--- src/rtl/dmem_arb_pkg.sv ---
// Shared types for the data-memory arbiter: FSM states, owner encoding and counter width.
package dmem_arb_pkg;

  localparam int unsigned CNT_W = 8;

  typedef enum logic [1:0] {
    ARB   = 2'd0,
    LOCK  = 2'd1,
    GUARD = 2'd2
  } arb_state_t;

  typedef enum logic [1:0] {
    OWN_NONE = 2'd0,
    OWN_CPU  = 2'd1,
    OWN_DBG  = 2'd2
  } owner_t;

endpackage

--- src/rtl/dmem_arbiter.sv ---
// Arbitrates the single d_mem port between the CPU M-stage and the debug/loader port.
// CPU has default priority; debug gets a bounded wait and may lock the port for bursts.
module dmem_arbiter
  import dmem_arb_pkg::*;
#(
  parameter int unsigned DW         = 32,
  parameter int unsigned AW         = 32,
  parameter int unsigned STARVE_MAX = 8,
  parameter int unsigned LOCK_MAX   = 16
) (
  input  logic          clk,
  input  logic          rst,
  input  logic          i_cpu_req,
  input  logic          i_cpu_we,
  input  logic [AW-1:0] i_cpu_addr,
  input  logic [DW-1:0] i_cpu_wdata,
  output logic [DW-1:0] o_cpu_rdata,
  output logic          o_cpu_stall,
  input  logic          i_dbg_req,
  input  logic          i_dbg_we,
  input  logic          i_dbg_lock,
  input  logic [AW-1:0] i_dbg_addr,
  input  logic [DW-1:0] i_dbg_wdata,
  output logic          o_dbg_gnt,
  output logic [DW-1:0] o_dbg_rdata,
  output logic          o_dbg_rvalid,
  output logic          o_mem_we,
  output logic [AW-1:0] o_mem_addr,
  output logic [DW-1:0] o_mem_wdata,
  input  logic [DW-1:0] i_mem_rd
);

  localparam logic [CNT_W-1:0] StarveMax = CNT_W'(STARVE_MAX);
  localparam logic [CNT_W-1:0] LockLast  = CNT_W'(LOCK_MAX - 1);

  arb_state_t       state_q, state_d;
  logic [CNT_W-1:0] wait_cnt_q, wait_cnt_d;
  logic [CNT_W-1:0] lock_cnt_q, lock_cnt_d;
  logic [DW-1:0]    dbg_rdata_q, dbg_rdata_d;
  logic             dbg_rvalid_q, dbg_rvalid_d;
  owner_t           owner;

  // Nobody owns the port while in reset, so no write or stall escapes.
  always_comb begin
    owner = OWN_NONE;
    if (!rst) begin
      case (state_q)
        ARB: begin
          if (i_dbg_req && (!i_cpu_req || wait_cnt_q == StarveMax)) owner = OWN_DBG;
          else if (i_cpu_req)                                       owner = OWN_CPU;
        end
        LOCK:    if (i_dbg_req) owner = OWN_DBG;
        GUARD:   if (i_cpu_req) owner = OWN_CPU;
        default: owner = OWN_NONE;
      endcase
    end
  end

  always_comb begin
    o_dbg_gnt   = (owner == OWN_DBG);
    o_cpu_stall = i_cpu_req && !rst && (owner != OWN_CPU);
    o_mem_we    = o_dbg_gnt ? i_dbg_we : ((owner == OWN_CPU) && i_cpu_we);
    o_mem_addr  = o_dbg_gnt ? i_dbg_addr : i_cpu_addr;
    o_mem_wdata = o_dbg_gnt ? i_dbg_wdata : i_cpu_wdata;
    o_cpu_rdata = i_mem_rd;
    o_dbg_rdata  = dbg_rdata_q;
    o_dbg_rvalid = dbg_rvalid_q;
  end

  always_comb begin
    state_d    = state_q;
    wait_cnt_d = wait_cnt_q;
    lock_cnt_d = lock_cnt_q;

    // Starvation counter only advances in ARB; it is frozen across LOCK/GUARD.
    if (!i_dbg_req || o_dbg_gnt) begin
      wait_cnt_d = '0;
    end else if (state_q == ARB && wait_cnt_q < StarveMax) begin
      wait_cnt_d = wait_cnt_q + 1'b1;
    end

    case (state_q)
      ARB: begin
        if (o_dbg_gnt && i_dbg_lock) begin
          state_d    = LOCK;
          lock_cnt_d = '0;
        end
      end
      LOCK: begin
        lock_cnt_d = lock_cnt_q + 1'b1;
        if (!i_dbg_lock)                state_d = ARB;
        else if (lock_cnt_q == LockLast) state_d = GUARD;
      end
      GUARD:   state_d = ARB;
      default: state_d = ARB;
    endcase

    dbg_rvalid_d = o_dbg_gnt && !i_dbg_we;
    dbg_rdata_d  = dbg_rvalid_d ? i_mem_rd : dbg_rdata_q;
  end

  always_ff @(posedge clk) begin
    if (rst) begin
      state_q      <= ARB;
      wait_cnt_q   <= '0;
      lock_cnt_q   <= '0;
      dbg_rvalid_q <= 1'b0;
      dbg_rdata_q  <= '0;
    end else begin
      state_q      <= state_d;
      wait_cnt_q   <= wait_cnt_d;
      lock_cnt_q   <= lock_cnt_d;
      dbg_rvalid_q <= dbg_rvalid_d;
      dbg_rdata_q  <= dbg_rdata_d;
    end
  end

endmodule

--- config.mk ---
export PLATFORM = sky130hd
export DESIGN_NAME = dmem_arbiter
export DESIGN_NICKNAME = d
export VERILOG_FILES = /design/src/rtl/dmem_arb_pkg.sv /design/src/rtl/dmem_arbiter.sv
export SDC_FILE = /design/constraint.sdc
export NUM_CORES = 1
export LEC_CHECK = 0
export CORE_AREA = 5 5 113 115
export DETAILED_ROUTE_END_ITERATION = 16
export DIE_AREA = 0 0 118 120
export GPL_ROUTABILITY_DRIVEN = 0
export GPL_TIMING_DRIVEN = 0
export PLACE_DENSITY = 0.77
export SLEW_MARGIN = 20
export SYNTH_ARGS = -nofsm -noshare
export SYNTH_HDL_FRONTEND = slang
export SYNTH_SLANG_ARGS = --single-unit
--- constraint.sdc ---
create_clock -name clk -period 2.4 [get_ports clk]
set_input_delay 0.36 -clock clk [delete_from_list [all_inputs] [get_ports clk]]
set_output_delay 0.36 -clock clk [all_outputs]
set_load 0.02 [all_outputs]
==> results of run 1 <==
how the worst min path moves through the flow:
stage               slack (ps)                           end  cells after the start
floorplan                  460    wait_cnt_q[3]$_SDFFE_PP0P_                      2
global placement           460   o_dbg_rdata[7]$_SDFFE_PP0P_                      2
detailed placement         470   o_dbg_rdata[8]$_SDFFE_PP0P_                      2
CTS                        480   o_dbg_rdata[7]$_SDFFE_PP0P_                      2
global route               500  o_dbg_rdata[19]$_SDFFE_PP0P_                      2
finish                     480  o_dbg_rdata[10]$_SDFFE_PP0P_                      2
power groups by stage:
stage	clock, µW	combinational [µW]	sequential (µW)
after detailed placement	0	986	890
after global placement	0	980	889
after floorplan	0	387	904
final	711	1120	871
after global routing	768	1170	872
after CTS	730	1010	870
flip-flops by register name, indices dropped and copies added, names as in the netlist:
| register | cells |
|---|---|
| o_dbg_rdata | 32 |
| o_dbg_rvalid | 1 |
| lock_cnt_q | 8 |
| wait_cnt_q | 8 |
| state_q | 2 |
final cells by class:
type / instances / share of cell area (%)
Clock inverter: 2 / 0.231
Timing Repair Buffer: 316 / 46.9
Sequential cell: 51 / 14.5
Multi-Input combinational cell: 239 / 27.4
Tap cell: 147 / 2.61
Clock buffer: 6 / 1.83
Buffer: 59 / 6.23
Inverter: 5 / 0.337
kinds of logic (layout without fill, tap and decap cells):
logic type,Yosys count,count (layout),synth area share [%]
AO/OA/AOI/OAI,90,90,16.6
XOR/XNOR,2,2,0.557
adder cells (fa/ha/maj),3,3,1.19
buffers and inverters,64,388,12.9
flip-flops,51,51,32.4
multiplexers,65,65,23.2
AND/OR/NAND/NOR,79,79,13.1
critical path, delay by kind of cell, from the launching register on:
kind,cells,cell delay (ps)
AO/OA/AOI/OAI,1,270
buffers and inverters,4,580
flip-flops,1,330
multiplexers,1,320
AND/OR/NAND/NOR,2,710
through the flow:
step	instances	TNS, ps	util [%]	total power (µW)
after global placement	798	-47000	53.8	1870
after CTS	819	-28760	56.1	2610
after floorplan	354	0	-	1290
final	825	-25690	60.2	2700
after detailed placement	798	-53820	53.8	1880
after global routing	825	-31200	60.2	2810
layer usage:
metal | global-route usage, % | share of wire, %
met5 | 0 | 0.078
met3 | 6.27 | 7.3
met1 | 24.4 | 40
met2 | 38.4 | 50
met4 | 4.95 | 2.5
what timing repair did:
action | in CTS | in global routing
setup endpoints to repair | 67 | 76
pin swaps | 1 | 2
gates resized for setup | 363 | 106
hold buffers | 0 | 0
buffers inserted | 13 | 1
cloned | 0 | 5
cell usage in the layout (no fill, tap or decap), types with 2 or more instances in the layout:
cell                              count
sky130_fd_sc_hd__a21oi_1             36
sky130_fd_sc_hd__a311oi_1             5
sky130_fd_sc_hd__a41oi_1              2
sky130_fd_sc_hd__and3_1               5
sky130_fd_sc_hd__buf_12               4
sky130_fd_sc_hd__buf_2                3
sky130_fd_sc_hd__buf_4               37
sky130_fd_sc_hd__buf_6               67
sky130_fd_sc_hd__buf_8                2
sky130_fd_sc_hd__clkbuf_1            19
sky130_fd_sc_hd__clkbuf_16           10
sky130_fd_sc_hd__clkdlybuf4s15_2      8
sky130_fd_sc_hd__clkdlybuf4s50_1    230
sky130_fd_sc_hd__dfxtp_1             49
sky130_fd_sc_hd__dfxtp_2              2
sky130_fd_sc_hd__ha_1                 3
sky130_fd_sc_hd__inv_1                4
sky130_fd_sc_hd__mux2_2               9
sky130_fd_sc_hd__mux2_4              55
sky130_fd_sc_hd__nand2_1              8
sky130_fd_sc_hd__nand2b_1             4
sky130_fd_sc_hd__nand3_1             36
sky130_fd_sc_hd__nor2_1              10
sky130_fd_sc_hd__nor3_1               3
sky130_fd_sc_hd__nor4_1               2
sky130_fd_sc_hd__o211ai_1             4
sky130_fd_sc_hd__o21ai_0             35
sky130_fd_sc_hd__o21ai_1              2
sky130_fd_sc_hd__or4_1                2
==> results.txt, run 1 <==
The flow ran to the end, but the final reports show violations. The synthesized design contains 51 register bits. The biggest cell delay along the critical path is 560 ps. The total non-filler cell area in the finished layout is 0.00705 mm².

The total clock buffers created by CTS is 5. The initial antenna violation count was 1. The cell sitting at the root of the clock tree is a sky130_fd_sc_hd__clkbuf_16.

The standard-cell row count came out at 40. Yosys printed 0 warnings. The ratio of cells with drive above 1 in the final layout came out at 30.4%.

The net count of the finished layout is 847. The number of remaining DRC errors came out at 0. Synthesis produced a netlist with a net count of 524. The number of synthesized flops with an enable pin is 0. The die span in x came out at 118 µm. STA classifies the critical path startpoint as a flip-flop.

The actual slew at the worst max-slew pin is 505 ps. The global-route wire length before repair is 23.9 mm. In this run the static leakage power is 0.00279 µW. The proportion of power drawn by combinational gates is 41.5%.

Global routing finished with a remaining overflow of 0. Yosys attributes the largest share of cell area to sky130_fd_sc_hd__dfxtp_1 32%, sky130_fd_sc_hd__mux2_1 14%, sky130_fd_sc_hd__mux2_2 8.6%. TritonCTS built the clock tree.

Setup violations remaining at the end of the flow were counted as 65. In this run the worst setup path terminates at o_mem_wdata[12]. Entering global routing, the biggest net connects 17 pins.

The footprint of the flip-flops and latches came out at 0.00102 mm². The required time reported for the critical path endpoint is 2040 ps. The full die area is 0.0142 mm². In this run the mean area of a mapped cell was 8.89 µm².

The area share of the largest cell type after synthesis is 32.4%. Summing all multi-input logic gate instances after layout gives 0.00193 mm². The maximum clock insertion buffer count is 2. The sequential area share after synthesis came out at 32.4%.

The post-DP HPWL came out at 13.1 mm. The critical register-to-register path endpoint is lock_cnt_q[6]$_SDFFE_PP0P_. The startpoint of the worst-slack reg-to-reg timing path is wait_cnt_q[7]$_SDFFE_PP0P_. For this configuration, the core starts out at a cell density of 26.9%. After clock tree synthesis, the clock-pin slew on the worst setup and hold paths is 70 ps. The total global-route track usage is 21.2%.

The number of sinks handled by clock tree synthesis came out at 51. 0 antenna diodes ended up in the layout. In this run the power spent charging and discharging nets is 784 µW. The count of input and output buffers came out at 297. Of all nets on the critical path, the largest fanout is 8. The placed cell area is 0.00630 mm².

The share of the cycle needed by the critical path after routing is 119%. The worst hold path begins at o_dbg_rdata[10]$_SDFFE_PP0P_. The worst hold path belongs to the class reg2reg.

The number of distinct standard cells referenced by the synthesized netlist is 41. The clock latency of the later-clocked register in the worst-skew pair is 290 ps. The mean routed wirelength per cell is 20.2 µm. The number of routed nets with antenna violations is 0.

The total power divided by cell area is 383 mW/mm². The largest clock skew in the final design came out at 4.24 ps. For flop-to-flop paths, the worst setup slack is 110 ps. Max-cap violations in this run came to 0.

Measured in cells, the most critical reg-to-reg path has a length of 6. The synthesized design spends more area on one cell type than any other, namely sky130_fd_sc_hd__dfxtp_1. The worst setup path is of the reg2out kind. The fraction of power consumed by the clock network came out at 26.3%. The core region is 0.0117 mm².

The number of vias in the routed layout is 4028. For this design, the slowest cell found on the critical path is sky130_fd_sc_hd__or4_4. The worst supply voltage drop on vdd came out at 0.342 mV. The number of standard cells after synthesis came out at 354.

The final count of hold timing violations is 0. The dominant cell by count in the synthesized netlist is sky130_fd_sc_hd__dfxtp_1. For this block, the initial DRC count from the detailed router was 210. The count of TritonRoute iterations in the first routing pass is 5. The number of top-level pins came out at 299.

Summed over all layers, the routed wires come to 16.7 mm. The synthesis-to-layout area growth came out at 124%. The critical path arrival came out at 2500 ps. In this run the tightest slew margin relative to its limit is 66.3%. The timing-limited maximum frequency is 350 MHz. The commonest cells after synthesis are 51 x sky130_fd_sc_hd__dfxtp_1, 40 x sky130_fd_sc_hd__mux2_1, 36 x sky130_fd_sc_hd__a21oi_1, 36 x sky130_fd_sc_hd__nand3_1, 35 x sky130_fd_sc_hd__o21ai_0. The worst hold slack came out at 481 ps. The number of vias per cell after detailed routing is 4.88. In this run the worst setup path begins at wait_cnt_q[7]$_SDFFE_PP0P_. The clock period minus worst slack is 2860 ps. Setup repair after global routing could not meet its margin everywhere. The internal power came out at 1920 µW.

The number of filler cells placed in the layout came out at 951. Prior to clock tree synthesis, the placed netlist has a worst setup slack of -879 ps. The synthesized area came out at 0.00315 mm².

In the synthesized netlist the dominant register cell turns out to be sky130_fd_sc_hd__dfxtp_1. The via count of the first global-routing pass was 4078. The final number of max-transition violations came out at 0. The signal on the critical path passes through or4_4 > o311ai_4 > nand2_2 > clkinv_4 > buf_12 > clkbuf_16 > mux2_4 > buf_6. The share of total power dissipated in sequential elements is 32.2%. The final reports fail on negative setup slack. The share of synthesized flip-flops with an asynchronous set or reset came out at 0%. The switching portion of total power came out at 29.0%. The smallest setup slack after layout came out at -458 ps. The overall die height is 120 µm. STA classifies the critical path endpoint as an output port. The total number of H-tree levels came out at 2.
Note: power is estimated with default switching activity, not from simulation.
==> run 2, diff against run 1 <==
--- a/config.mk
+++ b/config.mk
@@ -6,6 +6,7 @@
 export NUM_CORES = 1
 export LEC_CHECK = 0
 export CORE_AREA = 5 5 113 115
+export CTS_BUF_LIST = sky130_fd_sc_hd__clkbuf_8 sky130_fd_sc_hd__clkbuf_16
 export DETAILED_ROUTE_END_ITERATION = 16
 export DIE_AREA = 0 0 118 120
 export GPL_ROUTABILITY_DRIVEN = 0
==> results.txt, run 2 (synthesis results as in run 1) <==
Clock latency on the worst-skew pair, taken at its later pin, is 290 ps. The multi-input logic area is 0.00193 mm². The total clock buffers created by CTS came out at 5.

The via count of the first global-routing pass was 4078. The final standard cell count with taps included and fillers excluded came out at 825. The post-DP HPWL came out at 13.1 mm. Once detail routing completed, the nets flagged for antenna violations numbered 0. After detailed placement, the total cell area comes to 0.00630 mm². The area of the core came out at 0.0117 mm². The number of top-level pins is 299. The synthesis-to-layout area growth is 124%. STA classifies the critical path startpoint as a flip-flop. The actual slew at the worst max-slew pin came out at 506 ps. In the final layout, the share of cells above drive strength 1 is 30.4%. The maximum clock insertion buffer count came out at 2. The worst supply voltage drop on vdd is 0.342 mV.

The start-to-end type of the worst setup path is reg2out. Summed over all nets, the switching power comes to 784 µW. Clock skew on the completed layout was measured at 4.25 ps. In the layout the commonest cells are 230 x sky130_fd_sc_hd__clkdlybuf4s50_1, 67 x sky130_fd_sc_hd__buf_6, 55 x sky130_fd_sc_hd__mux2_4. The startpoint of the worst-slack reg-to-reg timing path is wait_cnt_q[7]$_SDFFE_PP0P_. The footprint of the flip-flops and latches came out at 0.00102 mm². The global-route wire length before repair is 23.9 mm.

The overall die height came out at 120 µm. For this configuration, the core starts out at a cell density of 26.9%. The run finished, with violations left. Setup repair after global routing could not meet its margin everywhere. The sum of overflow across all layers after global routing came out at 0. The standard-cell row count is 40. The post-detailed-routing wire length came out at 16.7 mm. The static leakage power came out at 0.00279 µW.

Using the TritonRoute via totals, the vias-per-cell ratio works out to 4.89. The full die area came out at 0.0142 mm². The required time reported for the critical path endpoint is 2040 ps. The clock transition at the register clock pins on the worst setup and hold paths after CTS came out at 70 ps. The count of inserted antenna diode cells is 0. The total number of H-tree levels is 2. In this run switching power makes up 29.1% of total power. The most common cell after layout, fill and taps aside is sky130_fd_sc_hd__clkdlybuf4s50_1. The number of sinks handled by clock tree synthesis is 51. The clock period minus worst slack came out at 2860 ps. OpenSTA, run right after detailed placement, puts the worst setup slack at -879 ps.

Entering global routing, the biggest net connects 17 pins. The fraction of power consumed by the clock network is 26.2%. The start point of the critical path is wait_cnt_q[7]$_SDFFE_PP0P_. The worst setup path is captured at an output port. The checks that failed: negative setup slack. The worst hold slack is 481 ps. The finished cells cover 0.00705 mm². The count of max-cap constraint violations is 0. The share of the cycle needed by the critical path after routing is 119%.

TritonCTS built the clock tree. Buffers inserted to repair hold after CTS numbered 0. The number of placed instances with taps included came out at 798. In this run the tightest slew margin relative to its limit is 66.3%. The first TritonRoute pass finished after 4 iterations. The first routing iteration left 216 violations. CTS placed an instance of sky130_fd_sc_hd__clkbuf_16 at the clock tree root.

The number of endpoints failing setup at the final stage came out at 65. The critical path arrival is 2500 ps. The initial antenna violation count is 1. Input and output buffers added on the ports amount to 297.

The final count of hold timing violations is 0. The number of vias in the routed layout came out at 4034. In this run the most critical hold path is launched from o_dbg_rdata[10]$_SDFFE_PP0P_. The final number of max-transition violations came out at 0. The total global-route track usage is 21.2%. In the routed design, unresolved DRC markers number 0.

In this run, flip-flops and latches consume 32.2% of the power. The total power divided by cell area is 383 mW/mm². Of all nets on the critical path, the largest fanout is 8.

The mean routed wirelength per cell came out at 20.2 µm. The path class of the tightest hold or removal check is reg2reg. The number of flip-flops under the largest register name came out at 32. The internal power is 1920 µW.

The smallest setup slack after layout is -456 ps. The minimum setup slack among reg-to-reg paths is 120 ps. The number of nets in the finished design came out at 847. The number of filler cells placed in the layout came out at 951.

The timing-limited maximum frequency came out at 350 MHz. Of the total power, combinational logic draws 41.6%. The die span in x came out at 118 µm.
[run 2: cell count changes in the layout (fill, tap and decap cells not counted), sizes merged]
cell    before  now
clkbuf      30   29
inv          5    6
[run 2: worst paths after layout]
check | to | cells past startpoint
max | o_mem_wdata[12] | 8
min | o_dbg_rdata[10]$_SDFFE_PP0P_ | 2
max reg2reg | lock_cnt_q[6]$_SDFFE_PP0P_ | 6
min reg2reg | o_dbg_rdata[10]$_SDFFE_PP0P_ | 2
[run 2: worst max-delay path, stage by stage, from the launching register on]
cell,delay (ps)
sky130_fd_sc_hd__dfxtp_2,330
sky130_fd_sc_hd__or4_4,550
sky130_fd_sc_hd__o311ai_4,270
sky130_fd_sc_hd__nand2_2,150
sky130_fd_sc_hd__clkinv_4,120
sky130_fd_sc_hd__buf_12,160
sky130_fd_sc_hd__clkbuf_16,160
sky130_fd_sc_hd__mux2_4,320
sky130_fd_sc_hd__buf_6,140
[run 2: per-layer routing]
| metal | part of all wire (%) | GRT usage (%) | vias to the layer above | wire length (µm) |
|---|---|---|---|---|
| met5 | 0.078 | 0 | - | 13 |
| met4 | 2.5 | 4.95 | 2 | 421 |
| met3 | 7.3 | 6.27 | 29 | 1210 |
| met2 | 50 | 38.4 | 217 | 8390 |
| met1 | 40 | 24.4 | 1884 | 6650 |
| li1 | - | - | 1902 | - |
[run 2: cell type report]
| type | count | area share (%) |
|---|---|---|
| Buffer | 59 | 6.23 |
| Clock buffer | 5 | 1.77 |
| Clock inverter | 3 | 0.284 |
| Inverter | 5 | 0.337 |
| Multi-Input combinational cell | 239 | 27.4 |
| Sequential cell | 51 | 14.5 |
| Tap cell | 147 | 2.61 |
| Timing Repair Buffer | 316 | 46.9 |
[run 2: per-stage QoR]
stage               utilization, %  power (µW)  setup TNS [ps]
finish                        60.2        2700          -25560
global route                  60.2        2810          -31220
CTS                           56.1        2610          -28770
detailed placement            53.8        1880          -53820
global placement              53.8        1870          -47000
floorplan                        -        1290               0
[run 2: timing repair]
item | 4_1_cts | 5_1_grt
setup endpoints to repair | 67 | 76
hold endpoints to repair | 0 | 0
buffers inserted | 13 | 1
gates resized for setup | 363 | 106
gates cloned | 0 | 5
pin swaps | 1 | 2
[run 2: power groups by stage]
stage	sequential [µW]	clock (µW)	combinational [µW]
detailed placement	890	0	986
floorplan	904	0	387
finish	871	707	1120
global placement	889	0	980
CTS	870	726	1010
global route	872	765	1170
==> run 3, diff against run 2 <==
--- a/config.mk
+++ b/config.mk
@@ -6,7 +6,7 @@
 export NUM_CORES = 1
 export LEC_CHECK = 0
 export CORE_AREA = 5 5 113 115
-export CTS_BUF_LIST = sky130_fd_sc_hd__clkbuf_8 sky130_fd_sc_hd__clkbuf_16
+export CTS_BUF_LIST = sky130_fd_sc_hd__clkbuf_4 sky130_fd_sc_hd__clkbuf_8
 export DETAILED_ROUTE_END_ITERATION = 16
 export DIE_AREA = 0 0 118 120
 export GPL_ROUTABILITY_DRIVEN = 0
==> results.txt, run 3 (synthesis results as in run 1) <==
The tool flagged a number of max-cap violations equal to 0. The overall die height is 120 µm. The number of routed nets with antenna violations came out at 0.

The first global-routing pass estimated 23.9 mm of wire. The worst-case reg-to-reg path depth came out at 6. The post-detailed-routing wire length is 16.8 mm. The ratio of cells with drive above 1 in the final layout came out at 30.4%. The number of filler cells placed in the layout came out at 961. The number of vias in the routed layout is 4048. STA puts the critical path data arrival time at 2530 ps. Measured against its own limit, the worst slew margin works out to 64.0%.

The area growth from synthesis to layout is 122%. The via count of the first global-routing pass came to 4078. The repair_antennas step left the layout with diodes totalling 0.

The standard-cell row count came out at 40. TritonCTS built the clock tree. The full die area came out at 0.0142 mm². The worst register-to-register path has a setup slack of 120 ps.

The worst register-to-register path begins at wait_cnt_q[7]$_SDFFE_PP0P_. The timing-limited maximum frequency came out at 346 MHz. After layout, the worst path uses 121% of the clock period.

The static leakage power is 0.00277 µW. The placed cell area is 0.00630 mm². The clock transition at the register clock pins on the worst setup and hold paths after CTS came out at 100 ps. The count of TritonRoute iterations in the first routing pass came out at 5.

Subtracting the final worst setup slack from the clock period gives 2890 ps. The number of violations reported at the end of detailed-routing iteration 0 came out at 225. For this design, the sink count on the clock tree is 51.

The number of flip-flops under the largest register name came out at 32. In this run the worst setup path terminates at o_mem_wdata[12]. In the routed layout, each cell is associated on average with a via count of 4.91. The worst min-delay path category is reg2reg. STA classifies the critical path endpoint as an output port. The HPWL after detailed placement is 13.1 mm. The total non-filler cell area in the finished layout is 0.00700 mm². The number of top-level pins is 299. The total clock buffers created by CTS is 5.

The die span in x came out at 118 µm. In this run the deepest clock path goes through 2 buffers. The run finished, with violations left.

The peak fanout along the critical path came out at 8. The worst setup path is launched from a flip-flop. The top cell types in the final layout, fill and taps aside, are 230 x sky130_fd_sc_hd__clkdlybuf4s50_1, 67 x sky130_fd_sc_hd__buf_6, 55 x sky130_fd_sc_hd__mux2_4. The smallest setup slack after layout came out at -494 ps. The worst hold slack came out at 485 ps. The utilization of the core after routing is 59.8%. The sum of overflow across all layers after global routing came out at 0. The final count of hold timing violations came out at 0. The start-to-end type of the worst setup path is reg2out. The most common cell after layout, fill and taps aside is sky130_fd_sc_hd__clkdlybuf4s50_1. Setup violations remaining at the end of the flow were counted as 66. Setup repair after global routing could not meet its margin everywhere. The clock latency of the later-clocked register in the worst-skew pair is 310 ps.

The start point of the critical path is wait_cnt_q[7]$_SDFFE_PP0P_. The largest clock skew in the final design is 5.23 ps. The number of remaining DRC errors is 0.

The total power divided by cell area came out at 359 mW/mm². The final reports fail on negative setup slack. Buffers placed on the I/O ports in this run total 297.

The worst supply voltage drop on vdd came out at 0.256 mV. The total negative slack for setup checks came out at -27970 ps. The largest net degree at the start of global routing came out at 17.

STA puts the critical path data required time at 2040 ps. The actual slew at the worst max-slew pin is 539 ps. Once the floorplan was initialized, standard cells occupied 26.9% of the core. CTS placed an instance of sky130_fd_sc_hd__clkbuf_8 at the clock tree root. The number of nets in the finished design is 847. The area of the core came out at 0.0117 mm². The worst register-to-register path ends at lock_cnt_q[6]$_SDFFE_PP0P_. The final number of max-transition violations is 0.

The total chip power came out at 2510 µW. The total global-route track usage came out at 21.2%. The post-cts hold buffer count is 0.

The initial antenna violation count came out at 1. In the final routed layout, each cell accounts on average for 20.3 µm. The total number of H-tree levels came out at 2.
[run 3: cell count changes in the layout (fill, tap and decap cells not counted)]
cell | before | now
sky130_fd_sc_hd__inv_1 | 5 | 4
sky130_fd_sc_hd__buf_2 | 3 | 2
sky130_fd_sc_hd__nor2_2 | 1 | 0
sky130_fd_sc_hd__clkbuf_4 | 0 | 1
sky130_fd_sc_hd__clkbuf_8 | 0 | 5
sky130_fd_sc_hd__nor2_1 | 10 | 11
sky130_fd_sc_hd__clkbuf_16 | 10 | 5
sky130_fd_sc_hd__buf_4 | 37 | 38
[run 3: worst min path at each step]
stage	slack (ps)	depth (start not counted)	start	to
global placement	460	2	o_dbg_rdata[7]$_SDFFE_PP0P_	o_dbg_rdata[7]$_SDFFE_PP0P_
global route	510	2	o_dbg_rdata[19]$_SDFFE_PP0P_	o_dbg_rdata[19]$_SDFFE_PP0P_
floorplan	460	2	wait_cnt_q[3]$_SDFFE_PP0P_	wait_cnt_q[3]$_SDFFE_PP0P_
finish	490	2	o_dbg_rdata[10]$_SDFFE_PP0P_	o_dbg_rdata[10]$_SDFFE_PP0P_
detailed placement	470	2	o_dbg_rdata[8]$_SDFFE_PP0P_	o_dbg_rdata[8]$_SDFFE_PP0P_
CTS	490	2	o_dbg_rdata[7]$_SDFFE_PP0P_	o_dbg_rdata[7]$_SDFFE_PP0P_
[run 3: final cells by class]
type                    instances  area, µm²  area share (%)
flip-flops and latches         51       1020            14.6
well taps                     147        184            2.63
clock inverters                 2       16.3           0.232
clock buffers                   6       76.3            1.09
plain buffers                  59        439            6.27
multi-input cells             239       1930            27.5
inverters                       5       23.8           0.340
repair buffers                316       3310            47.3
[run 3: power by group]
part	total (µW)	internal (µW)	switching [µW]
clock network	522	221	300
registers	870	861	9.20
logic	1120	668	455
total	2510	1750	764
[run 3: metrics by stage]
step | cells | setup WS (ps)
6_report | 825 | -494
5_1_grt | 825 | -577
4_1_cts | 819 | -539
3_5_place_dp | 798 | -879
3_3_place_gp | 798 | -822
2_1_floorplan | 354 | 25.6
[run 3: routing by layer]
layer / GRT usage (%) / vias to the layer above / part of all wire, %
met1: 24.4 / 1907 / 40
li1: - / 1897 / -
met5: 0 / - / 0.077
met4: 4.95 / 2 / 2.6
met3: 6.27 / 31 / 7.3
met2: 38.4 / 211 / 50
[run 3: worst max-delay path: stages, from the launching register on]
cell and delay [ps]:
sky130_fd_sc_hd__dfxtp_2 330, sky130_fd_sc_hd__or4_4 560, sky130_fd_sc_hd__o311ai_4 270, sky130_fd_sc_hd__nand2_2 150, sky130_fd_sc_hd__clkinv_4 120, sky130_fd_sc_hd__buf_12 160, sky130_fd_sc_hd__clkbuf_16 160, sky130_fd_sc_hd__mux2_4 320
sky130_fd_sc_hd__buf_6 140
[run 3: what timing repair did]
| item | CTS | global route |
|---|---|---|
| buffers inserted | 13 | 1 |
| gates cloned | 0 | 5 |
| gates resized for setup | 364 | 105 |
| pin swaps | 1 | 2 |
| endpoints found under the setup margin | 67 | 72 |
==> RTL change 1: new RTL, config.mk and constraints of run 1 <==
Put a register stage on the output `o_dbg_rdata`, cleared by the reset. The value now appears one clock later. The other outputs are not delayed to match.
--- a/src/rtl/dmem_arbiter.sv
+++ b/src/rtl/dmem_arbiter.sv
@@ -34,4 +34,6 @@
   localparam logic [CNT_W-1:0] LockLast  = CNT_W'(LOCK_MAX - 1);
 
+  logic [DW-1:0] o_dbg_rdata_d;
+
   arb_state_t       state_q, state_d;
   logic [CNT_W-1:0] wait_cnt_q, wait_cnt_d;
@@ -64,5 +66,5 @@
     o_mem_wdata = o_dbg_gnt ? i_dbg_wdata : i_cpu_wdata;
     o_cpu_rdata = i_mem_rd;
-    o_dbg_rdata  = dbg_rdata_q;
+    o_dbg_rdata_d = dbg_rdata_q;
     o_dbg_rvalid = dbg_rvalid_q;
   end
@@ -116,4 +118,12 @@
   end
 
+  always_ff @(posedge clk) begin
+    if (rst) begin
+      o_dbg_rdata <= '0;
+    end else begin
+      o_dbg_rdata <= o_dbg_rdata_d;
+    end
+  end
+
 endmodule
 
Check against the original RTL: not equivalent (Yosys sat finds a counterexample within 4 cycles, from zero or initial values and one cycle with rst high).
==> RTL change 1 against run 1 <==
  * The run still ends with setup timing left
  * Routed wire length fell by 0.11%
  * Global-route usage up 0.65 points
  * Worst setup slack better by 0.13 ns
  * Via count up 2.6%
  * Clock power increased by 86%
  * Area after synthesis is 31% higher
  * Utilization rose by 11 points
  * Total power grew 43%
  * Sequential share of layout area up 5.5 points
  * Design area rose by 18%
  * Sequential cell count is 32 higher
  * Largest cell class unchanged
==> RTL change 1: results (changes against run 1) <==
- Share of cells above drive strength 1: 38.5% (+8.1 points)
- Total CTS buffers: 9 (+4)
- DRT iter0 DRCs: 136 (-35%)
- Hold Startpoint: wait_cnt_q[6]
- Number of synthesized flops with an enable pin: 0 (unchanged)
- DP HPWL: 12,100 um (-7.9%)
- Worst path top cell family by delay: buffers and inverters
- R2r startpoint: wait_cnt_q[0]
- Leak Pwr: 3.58 nW (+28%)
- Critical Path Max Stage Delay: 0.33 ns (-0.23 ns)
- Worst-margin pin slew: 0.555 ns (+0.0498 ns)
- Syn nets: 550 (+5.0%)
- Multiplexer area fraction after synthesis: 28.8% (+5.6 points)
- Vias/cell: 4.64 (-4.9%)
- Violated checks: setup timing
- Top Registers: dbg_rdata_q (32), o_dbg_rdata (32)
- Compound-gate portion of the synthesized area: 4.33% (-12 points)
- Max VDD drop: 0.000456 V (+33%)
- Status: complete, but fails checks
- Number of global-route vias before repair: 4,315 (+5.8%)
- Hold WC Path Type: flip-flop to flip-flop
- Commonest register cell after synthesis: dfxtp_1
- Synth Area in XOR/XNOR: 0.423% (-0.13 points)
- Port bufs: 297 (unchanged)
- Post-synth top cells: dfxtp_1 (83), mux2_2 (67), nor2b_1 (66)
- Routed WL: 16,700 um (-0.11%)
- Sequential fraction of the synthesis area: 40.2% (+7.7 points)
- Synth cell types: 41 (unchanged)
- Clock transition at path regs: 0.07 ns (about the same)
- Setup ws final: -0.323 ns (+0.135 ns)
- Area contributors post-synth: dfxtp_1 (40%), mux2_2 (18%), mux2_4 (11%), nor2b_1 (10%), buf_4 (6.5%)
- Clock Skew: 0.00502 ns (+0.000787 ns)
- CTS max path bufs: 2 (unchanged)
- Pre-antenna DRT Iters: 4 (-1)
- Worst path arrival time: 2.36 ns (-0.14 ns)
- Post-Synth Adder-Cell Area: 0.907% (-0.28 points)
- Critical-path top delay cell: dfxtp_2
- CP Class: flip-flop to primary output
- Largest net degree at the start of global routing: 18 (+1)
- Initial antenna violation count: 0 (-1)
- First-pass GRT wire length: 24,700 um (+3.2%)
- H-tree depth: 3 (+1)
- N_diodes: 0 (unchanged)
- CTS root buf: clkbuf_16
- Total track usage: 21.8% (+0.65 points)
- Ys Warns: 0 (unchanged)
- Worst-path maximum fanout: 8 (unchanged)
- Final setup fails: 65 (unchanged)
- Worst skew pair latency: 0.33 ns (+0.04 ns)
- CP Launch Point: wait_cnt_q[1]
- Nets: 908 (+7.2%)
- Ys async rst share: 0% (unchanged)
[RTL change 1: cell count changes in the layout (fill, tap and decap cells not counted), moves of 10 or more]
| cell | run 1 | this run |
|---|---|---|
| mux2_2 | 9 | 23 |
| clkbuf_1 | 19 | 9 |
| a21oi_1 | 36 | 5 |
| buf_4 | 37 | 54 |
| o21ai_0 | 35 | 2 |
| buf_2 | 3 | 19 |
| dfxtp_1 | 49 | 79 |
| nor2b_1 | 1 | 66 |
| mux2_4 | 55 | 73 |
| nand3_1 | 36 | 5 |
[RTL change 1: timing repair]
action,CTS,global route
gates resized for setup,407,70
pin swaps,5,5
gates cloned,3,1
hold buffers,0,0
setup buffers,42,12
setup endpoints to repair,67,67
[RTL change 1: worst reg2reg max path: stages (launching register included)]
cell,delay (ns)
dfxtp_2,0.34
inv_2,0.05
buf_4,0.13
buf_6,0.10
buf_4,0.12
buf_4,0.12
buf_4,0.12
buf_4,0.12
buf_4,0.12
buf_6,0.10
buf_6,0.10
buf_6,0.10
buf_6,0.10
buf_6,0.10
buf_6,0.10
buf_6,0.10
xnor2_2,0.13
nor2_1,0.06
[RTL change 1: worst paths after layout]
| check | depth (start not counted) | slack, ns | to |
|---|---|---|---|
| setup / recovery | 11 | -0.32 | o_mem_addr[14] |
| hold / removal | 2 | 0.44 | wait_cnt_q[6] |
| hold reg to reg | 2 | 0.44 | wait_cnt_q[6] |
| setup reg to reg | 17 | 0.14 | wait_cnt_q[0] |
[RTL change 1: kinds of logic after synthesis]
kind of cell	after synthesis
flops	83
xor+xnor	2
buf+inv	63
simple gates	108
compound gates	25
mux	96
fa+ha+maj	3
[RTL change 1: cell type report]
class	instances	area, sq um
plain buffers	53	428
clock buffers	9	225
clock inverters	7	66.3
fillers	867	3380
inverters	10	37.5
multi-input cells	234	2280
flip-flops and latches	83	1670
well taps	147	184
repair buffers	347	3450
[RTL change 1: layer usage]
metal	share of wire [%]	global-route usage (%)	vias to the layer above
met4	1.4	3.44	0
met1	37	23.3	1953
met5	0	0	-
met3	7.3	6.46	18
li1	-	-	1975
met2	55	42.7	188
[RTL change 1: stage by stage]
step	worst slack [ns]	TNS, ns	std cells	instance area (sq um)
floorplan	0.245	0	380	4140
global placement	-0.698	-34.14	824	7290
detailed placement	-0.687	-33.97	824	7290
CTS	-0.293	-10.21	885	8130
global route	-0.412	-21.22	890	8330
finish	-0.323	-14.97	890	8330
[RTL change 1: report_power, final]
part	switching (mW)	leakage, nW	internal (mW)	total, mW
sequential	0.00862	0.674	1.41	1.42
combinational	0.438	2.76	0.699	1.14
clock	0.591	0.138	0.730	1.32
==> RTL change 2: new RTL, settings of run 1 <==
Without the edit above. Set the parameter `STARVE_MAX` to 4 (it was 8).
--- a/src/rtl/dmem_arbiter.sv
+++ b/src/rtl/dmem_arbiter.sv
@@ -6,5 +6,5 @@
   parameter int unsigned DW         = 32,
   parameter int unsigned AW         = 32,
-  parameter int unsigned STARVE_MAX = 8,
+  parameter int unsigned STARVE_MAX = 4,
   parameter int unsigned LOCK_MAX   = 16
 ) (
Function: no difference found for any inputs over 4 cycles, from zero or initial values and one cycle with rst high; that may be too few to reach the edited logic, so the function may still have changed.
==> RTL change 2 against run 1 <==
  * The flow still finishes with violations (setup timing)
  * Design area fell by 3.7%
  * Count of clock-buffer cells in the layout fell by 1
  * Routed wire length fell by 3.3%
  * Global-route usage fell by 0.57 points
  * Sequential cell count did not move
  * Largest cell class unchanged
  * Worst setup slack improved by 0.18 ns
  * Area after synthesis fell by 0.56%
  * Total power fell by 0.80%
  * Clock power rose by 6.2%
  * Critical endpoint is now o_mem_addr[20]
==> RTL change 2: results (changes against run 1) <==
- DP HPWL: 12,900 um (-1.9%)
- Multiplexer area fraction after synthesis: 23.3% (+0.13 points)
- Total track usage: 20.6% (-0.57 points)
- Critical-path top delay cell: or3_4
- Worst R2R End: o_dbg_rdata[23]
- Status: complete, but fails checks
- Filler cells: 1,024 (+7.7%)
- Clock Skew: 0.00926 ns (+0.00502 ns)
- Setup ws final: -0.281 ns (+0.177 ns)
- Post-Layout Cell Count: 815 (-1.2%)
- Non-clk buf share: 52.1% (-1.0 points)
- Post-Synth Adder-Cell Area: 1.20% (+0.0067 points)
- Vias: 3,978 (-1.2%)
- Final setup fails: 65 (unchanged)
- First-pass GRT wire length: 23,300 um (-2.6%)
- Compound-gate portion of the synthesized area: 16.7% (+0.053 points)
- Worst path top cell family by delay: buffers and inverters
- Reg2reg setup slack: 0.13 ns (+0.02 ns)
- Hold_ws: 0.475 ns (-0.00625 ns)
- R2r startpoint: wait_cnt_q[3]
- Synth Area in XOR/XNOR: 0.280% (-0.28 points)
- WHS Endpoint: o_dbg_rdata[20]
- Largest net degree at the start of global routing: 20 (+3)
- Cells after DPL: 795 (-0.38%)
- P_sw: 0.795 mW (+1.5%)
- Critical Path Max Stage Delay: 0.40 ns (-0.16 ns)
- Initial antenna violation count: 4 (+3)
- Violated checks: setup timing
- Post-synth top cells: dfxtp_1 (51), mux2_1 (40), a21oi_1 (37), o21ai_0 (37), nand3_1 (35)
- Setup tns final: -14.09 ns (+11.60 ns)
-- RTL change 2: tightest hold or removal path, stage by stage, from the launching register on --
cell     delay (ns)
dfxtp_1        0.31
o21ai_0        0.06
a21oi_1        0.06
-- RTL change 2: cells by family after synthesis --
logic type               count (synthesis)
adder cells (fa/ha/maj)                  3
AO/OA/AOI/OAI                           90
buffers and inverters                   63
multiplexers                            65
XOR/XNOR                                 1
AND/OR/NAND/NOR                         78
flip-flops                              51
-- RTL change 2: worst max path at each step --
stage / startpoint / depth (start not counted) / endpoint / slack [ns]
after floorplan: wait_cnt_q[3] / 7 / o_mem_addr[14] / 0.05
after global placement: i_dbg_req / 8 / o_mem_addr[23] / -0.77
after detailed placement: i_dbg_req / 8 / o_mem_addr[26] / -0.79
after CTS: wait_cnt_q[5] / 8 / o_mem_wdata[19] / -0.29
after global routing: wait_cnt_q[3] / 8 / o_mem_addr[30] / -0.39
final: wait_cnt_q[3] / 8 / o_mem_addr[20] / -0.28
-- RTL change 2: routing by layer --
layer / GRT usage, % / vias up / wire length [um]
met5: 0 / - / 38
met4: 4.80 / 8 / 315
met3: 7.30 / 28 / 1370
met2: 36.7 / 220 / 8150
met1: 23.6 / 1844 / 6260
li1: - / 1878 / -
-- RTL change 2: timing repair --
item / CTS / global route
gates cloned: 2 / 2
setup endpoints to repair: 67 / 70
buffers inserted: 4 / 5
hold endpoints to repair: 0 / 0
hold buffers: 0 / 0
gates resized for setup: 376 / 56
pin swaps: 3 / 4
-- RTL change 2: power groups by stage --
stage          clock (mW)  combinational, mW  sequential, mW
6_report            0.755               1.06           0.870
2_1_floorplan           0              0.372           0.904
3_5_place_dp            0              0.966           0.890
4_1_cts             0.763              0.999           0.870
3_3_place_gp            0              0.959           0.889
5_1_grt             0.804               1.10           0.872
